### config.mk
export PLATFORM = sky130hd
export DESIGN_NAME = uart_frame_mux
export DESIGN_NICKNAME = d
export VERILOG_FILES = /design/src/rtl/uart_frame_mux.sv
export SDC_FILE = /design/constraint.sdc
export NUM_CORES = 1
export LEC_CHECK = 0
export ABC_CLOCK_PERIOD_IN_PS = 7000
export CAP_MARGIN = 20
export CORE_ASPECT_RATIO = 1.5
export CORE_MARGIN = 2
export CORE_UTILIZATION = 41
export CTS_BUF_LIST = sky130_fd_sc_hd__clkbuf_4
export CTS_CLUSTER_SIZE = 12
export DETAILED_ROUTE_END_ITERATION = 7
export GPL_TIMING_DRIVEN = 0
export PLACE_DENSITY_LB_ADDON = 0.05
export RECOVER_POWER = 100
export SYNTH_ARGS = -nofsm -noshare
export SYNTH_HDL_FRONTEND = slang
export SYNTH_SLANG_ARGS = --single-unit
### constraint.sdc
create_clock -name clk -period 7 [get_ports clk]
set_input_delay 0.7 -clock clk [delete_from_list [all_inputs] [get_ports clk]]
set_output_delay 0.7 -clock clk [all_outputs]
set_load 0.01 [all_outputs]
### src/rtl/uart_frame_mux.sv
// ============================================================================
// Module   : uart_frame_mux
// Brief    : Packs a status byte and CHANNELS fields into checksummed UART
//            byte frames with a one-deep request queue and valid/ready output.
// Revision : 1.0
// ============================================================================
`default_nettype none

module uart_frame_mux #(
    parameter int         CHANNELS  = 6,
    parameter int         FIELD_W   = 12,
    parameter logic [7:0] SYNC_BYTE = 8'hA5,
    parameter int         FRAME_GAP = 0
) (
    input  logic                        clk,
    input  logic                        rst,
    input  logic                        start,
    input  logic [CHANNELS*FIELD_W-1:0] fields_in,
    input  logic [7:0]                  flags_in,
    output logic [7:0]                  tx_data,
    output logic                        tx_valid,
    input  logic                        tx_ready,
    output logic                        busy,
    output logic                        frame_done,
    output logic                        overrun
);

    localparam logic [3:0] C_LAST_CH  = 4'(CHANNELS - 1);
    localparam logic [7:0] C_GAP_LAST = (FRAME_GAP > 0) ? 8'(FRAME_GAP - 1) : 8'd0;
    localparam bit         C_NO_GAP   = (FRAME_GAP == 0);

    typedef enum logic [2:0] {
        S_IDLE  = 3'd0,
        S_SYNC  = 3'd1,
        S_SEQ   = 3'd2,
        S_FLAGS = 3'd3,
        S_FHI   = 3'd4,
        S_FLO   = 3'd5,
        S_CSUM  = 3'd6,
        S_GAP   = 3'd7
    } state_t;

    state_t        r_state;
    logic [7:0]    r_seq;
    logic [7:0]    r_sum;
    logic [7:0]    r_gap_cnt;
    logic [3:0]    r_ch_idx;
    logic          r_pending;
    logic [255:0]  r_fields;
    logic [7:0]    r_flags;
    logic [255:0]  r_shadow_fields;
    logic [7:0]    r_shadow_flags;

    logic [255:0]  w_fields_ext;
    logic [15:0]   w_cur_field;
    logic [15:0]   w_nxt_field;
    logic [3:0]    w_nxt_ch;
    logic          w_xfer;
    logic          w_finish;

    // Every field is widened to a 16-bit slot so the byte selector is a plain shift.
    for (genvar k = 0; k < 16; k++) begin : g_ext
        if (k < CHANNELS) begin : g_used
            assign w_fields_ext[k*16 +: 16] = 16'(fields_in[k*FIELD_W +: FIELD_W]);
        end else begin : g_pad
            assign w_fields_ext[k*16 +: 16] = 16'd0;
        end
    end

    assign w_nxt_ch    = r_ch_idx + 4'd1;
    assign w_cur_field = r_fields[{r_ch_idx, 4'd0} +: 16];
    assign w_nxt_field = r_fields[{w_nxt_ch, 4'd0} +: 16];
    assign w_xfer      = tx_valid & tx_ready;
    assign w_finish    = ((r_state == S_CSUM) && w_xfer && C_NO_GAP) ||
                         ((r_state == S_GAP) && (r_gap_cnt == 8'd0));

    always_ff @(posedge clk or negedge rst) begin
        if (!rst) begin
            r_state         <= S_IDLE;
            r_seq           <= 8'd0;
            r_sum           <= 8'd0;
            r_gap_cnt       <= 8'd0;
            r_ch_idx        <= 4'd0;
            r_pending       <= 1'b0;
            r_fields        <= '0;
            r_flags         <= 8'd0;
            r_shadow_fields <= '0;
            r_shadow_flags  <= 8'd0;
            tx_data         <= 8'd0;
            tx_valid        <= 1'b0;
            busy            <= 1'b0;
            frame_done      <= 1'b0;
            overrun         <= 1'b0;
        end else begin
            frame_done <= 1'b0;
            overrun    <= 1'b0;

            // A request on the frame-completion edge is consumed below instead.
            if (r_state != S_IDLE && !w_finish && start) begin
                if (r_pending) begin
                    overrun <= 1'b1;
                end else begin
                    r_pending       <= 1'b1;
                    r_shadow_fields <= w_fields_ext;
                    r_shadow_flags  <= flags_in;
                end
            end

            case (r_state)
                S_IDLE: begin
                    if (start) begin
                        r_state  <= S_SYNC;
                        tx_valid <= 1'b1;
                        tx_data  <= SYNC_BYTE;
                        busy     <= 1'b1;
                        r_fields <= w_fields_ext;
                        r_flags  <= flags_in;
                    end
                end
                S_SYNC: begin
                    if (w_xfer) begin
                        r_state <= S_SEQ;
                        tx_data <= r_seq;
                        r_sum   <= r_seq;
                    end
                end
                S_SEQ: begin
                    if (w_xfer) begin
                        r_state <= S_FLAGS;
                        tx_data <= r_flags;
                        r_sum   <= r_sum + r_flags;
                    end
                end
                S_FLAGS: begin
                    if (w_xfer) begin
                        r_state <= S_FHI;
                        tx_data <= w_cur_field[15:8];
                        r_sum   <= r_sum + w_cur_field[15:8];
                    end
                end
                S_FHI: begin
                    if (w_xfer) begin
                        r_state <= S_FLO;
                        tx_data <= w_cur_field[7:0];
                        r_sum   <= r_sum + w_cur_field[7:0];
                    end
                end
                S_FLO: begin
                    if (w_xfer) begin
                        if (r_ch_idx == C_LAST_CH) begin
                            r_state  <= S_CSUM;
                            tx_data  <= 8'd0 - r_sum;
                            r_ch_idx <= 4'd0;
                        end else begin
                            r_state  <= S_FHI;
                            r_ch_idx <= w_nxt_ch;
                            tx_data  <= w_nxt_field[15:8];
                            r_sum    <= r_sum + w_nxt_field[15:8];
                        end
                    end
                end
                S_CSUM: begin
                    if (w_xfer) begin
                        frame_done <= 1'b1;
                        r_seq      <= r_seq + 8'd1;
                        if (!C_NO_GAP) begin
                            r_state   <= S_GAP;
                            tx_valid  <= 1'b0;
                            tx_data   <= 8'd0;
                            r_gap_cnt <= C_GAP_LAST;
                        end
                    end
                end
                S_GAP: begin
                    if (r_gap_cnt != 8'd0) begin
                        r_gap_cnt <= r_gap_cnt - 8'd1;
                    end
                end
                default: r_state <= S_IDLE;
            endcase

            // End of frame: chain straight into the queued or coincident request.
            if (w_finish) begin
                if (r_pending || start) begin
                    r_state  <= S_SYNC;
                    tx_valid <= 1'b1;
                    tx_data  <= SYNC_BYTE;
                    busy     <= 1'b1;
                    if (r_pending) begin
                        r_fields  <= r_shadow_fields;
                        r_flags   <= r_shadow_flags;
                        r_pending <= start;
                        if (start) begin
                            r_shadow_fields <= w_fields_ext;
                            r_shadow_flags  <= flags_in;
                        end
                    end else begin
                        r_fields <= w_fields_ext;
                        r_flags  <= flags_in;
                    end
                end else begin
                    r_state  <= S_IDLE;
                    tx_valid <= 1'b0;
                    tx_data  <= 8'd0;
                    busy     <= 1'b0;
                end
            end
        end
    end

endmodule

`default_nettype wire
==> impl_results.md <==
- Clock Latency Late Sink: 1.01 ns
- Initial DRC Count: 1258
- Synth cell types: 58
- Average size of a mapped cell: 13.3 sq um
- Vias per std cell: 5.68
- Row Count: 110
- H-tree level count: 4
- Vias in the first global route: 17500
- Met2 usage: 42.0%
- Area grow syn2layout: 13.4%
- Global-route track usage on met3: 5.28%
- Status: finished with violations
- Worst-path fanout max: 10
- Cells after synthesis: 1858
- FF+latch count, synth: 571
- Clock tree from TritonCTS: yes
- PortBufs: 94
- Die ar.: 62200 sq um
- Area leader, netlist: dfrtp_1
- Top FF cell, synth: dfrtp_1
- Fillers: 5551
- Top Usage Layer GRT: met2
- Cell Pwr Density: 392 nW/um^2
- Dominant cells by area after synthesis: dfrtp_1 58%, mux4_2 9.9%, a22o_1 6.7%
- Post-layout minimum cycle time: 6.65 ns
- EDFF count, synth: 0
- Clk_skew: 0.0539 ns
- Final #Nets: 2207
- Die Y: 305 um
- Failing checks: max-capacitance violations, max-slew violations
- Most used cell, CP: clkbuf_1
- First-pass GRT wire length: 117 mm
- Post-Synth Simple-Gate Area: 10.0%
- Post-cts hold buffer count: 2
- Final setup viols: 0
- Fin. max-slew vios: 457
- Root Buffer: clkbuf_4
- GP Congestion: 0.891
- Share of the synthesized area in the top cell type: 57.9%
- Main combinational cell family by area after synthesis: multiplexers
- CTS clock-pin slew for the worst setup and hold paths: 0.07 ns
- Top Ports: 96
- Final Hold Fails: 0
- Count leader, synth: dfrtp_1
- Routed Antenna Nets: 0
- Synth Net Count: 1957
- Post-synth ARST share: 100%
- Clk buf depth: 3
- Mux contribution to synthesized area: 15.7%
- Die X: 204 um
- Complex-gate fraction of the synthesized area: 11.6%
- Slew @ Worst Pin: 4.70 ns
- Setup CP Type: flip-flop to flip-flop
- Core Region: 59700 sq um
- Worst Setup End Kind: flip-flop
- TNS Setup: 0 ns
- Synth Area in Adders: 0.791%
- Layout cells sized above 1: 16.3%
- Hold slack final: 0.315 ns
- Final Cycle Share: 95.0%
- Area after DPL: 26700 sq um
- Grt ovf: 0
- Clock sink count: 571
- Top cells by instance count after synthesis: 571 x dfrtp_1, 193 x nor2_1, 188 x a22o_1, 188 x and2_1, 108 x mux4_2
- Post-route cell area: 28000 sq um
- CP arrival: 7.59 ns
- Drt first pass iters: 8
- Slew margin rel.: -213%
- Hpwl dp: 55.2 mm
- CP max stage delay: 0.72 ns
- Initial antenna violation count: 1
- CTS Buf Count: 147
- Initial Utilization: 41.3%
- Post-CTS Resized: 0
- RSZ-0062 raised after global routing: no
- Via count: 16900
- Total of max-cap violations: 5
- Largest net degree at the start of global routing: 127
- Fmax: 150 MHz
- Mapped cell area: 24700 sq um
- Slowest CP cell: clkbuf_1
- Peak supply drop: 165 uV
- Xor/xnor share of the synthesized area: 1.02%
- Cells along the critical path: clkbuf_1, clkbuf_1, inv_1, ha_1, clkbuf_1, clkbuf_1, mux4_2, mux4_2, nand2_1, nand3_1, o21ai_0, o21ai_0, ha_1, a211oi_1, nor2_1, or2_2, o41a_1, and3b_1, nor3_1, a21o_1, a22o_1
- Routed wire length per instance: 26.1 um
- Met1 usage: 33.0%
- Total power: 0.0110 W
- Total setup buffers inserted after CTS: 0
- Register area share after synthesis: 57.9%
- Hold Crit Class: input port to flip-flop
- Nature of the critical path startpoint: flip-flop
- Post-Route WL: 77.8 mm
- DRC: 0
- Syn. warnings: 0
- LEAKAGE: 12.7 nW
- Gr usage total: 25.8%
- CP required: 7.94 ns
[layout by cell type, fill, tap and decap left out, types with 16 or more instances in the layout]
cell type,instances
and2_1,70
clkdlybuf4s50_1,81
nor2_1,193
dfrtp_1,571
mux4_2,108
clkbuf_1,115
mux2_1,70
a22o_1,188
o21ai_0,42
mux2i_1,23
clkinv_1,24
xnor2_1,16
nand2_1,63
clkbuf_4,193
o22ai_1,85
and2_0,118
a21oi_1,21
[per-layer routing]
metal,vias to the layer above,routed length (um)
met1,8794,32000
met2,612,38400
met3,151,4000
li1,7328,-
met4,0,3320
met5,-,0
[kinds of logic (layout without fill, tap and decap cells)]
logic type / count (synthesis) / after routing
xor+xnor: 28 / 28
fa+ha+maj: 15 / 15
mux: 213 / 213
flops: 571 / 571
simple gates: 501 / 501
buf+inv: 149 / 480
compound gates: 381 / 381
other cells: 0 / 1
[flip-flops by register name (all words and copies together), names as in the netlist]
name             count
r_seq                8
r_shadow_fields    256
r_ch_idx             4
r_sum                8
busy                 1
r_pending            1
r_shadow_flags       8
overrun              1
r_gap_cnt            8
r_flags              8
r_fields           256
tx_data              8
frame_done           1
r_state              3
[critical path, delay by kind of cell, from the launching register on]
kind	cells	cell delay, ns
buffers and inverters	5	2.19
muxes	2	1.02
and+or+nand+nor	6	0.98
DFF	1	0.39
adders and majority gates	2	0.69
AOI/OAI and AO/OA	6	1.30
[per-stage QoR]
step	utilization, %	cells	setup WS [ns]
5_1_grt	46.9	2974	0.149
4_1_cts	47.6	2972	0.492
3_3_place_gp	44.5	2736	-19.93
3_5_place_dp	44.7	2740	0.519
6_report	46.9	2974	0.347
2_1_floorplan	-	1858	2.04
[final timing paths]
path | cells after the start | start | slack, ns | endpoint
worst max-delay path | 21 | r_ch_idx[1] | 0.35 | r_sum[7]
worst min-delay path | 3 | fields_in[18] | 0.32 | r_fields[22]
worst max register to register | 21 | r_ch_idx[1] | 0.35 | r_sum[7]
worst min register to register | 1 | r_shadow_fields[223] | 0.45 | r_fields[223]
max in group asynchronous | 3 | rst | 1.23 | r_shadow_fields[163]
min in group asynchronous | 2 | rst | 1.94 | r_shadow_flags[6]
[layout make-up]
class	count	area [sq um]	share of cell area, %
plain buffers	139	586	2.09
clock buffers	190	1430	5.09
inverters	10	37.5	0.134
clock inverters	40	277	0.988
multi-input cells	1138	9390	33.5
flip-flops and latches	571	14300	51.0
well taps	784	981	3.50
repair buffers	101	1010	3.61
diodes	1	2.50	0.00894
[where the power goes]
| group | internal (W) | switching (W) |
|---|---|---|
| clock network | 0.00137 | 0.00141 |
| logic | 0.00148 | 0.00231 |
| registers | 0.00385 | 0.000533 |
No activity file was read; power rests on OpenSTA's default activity.
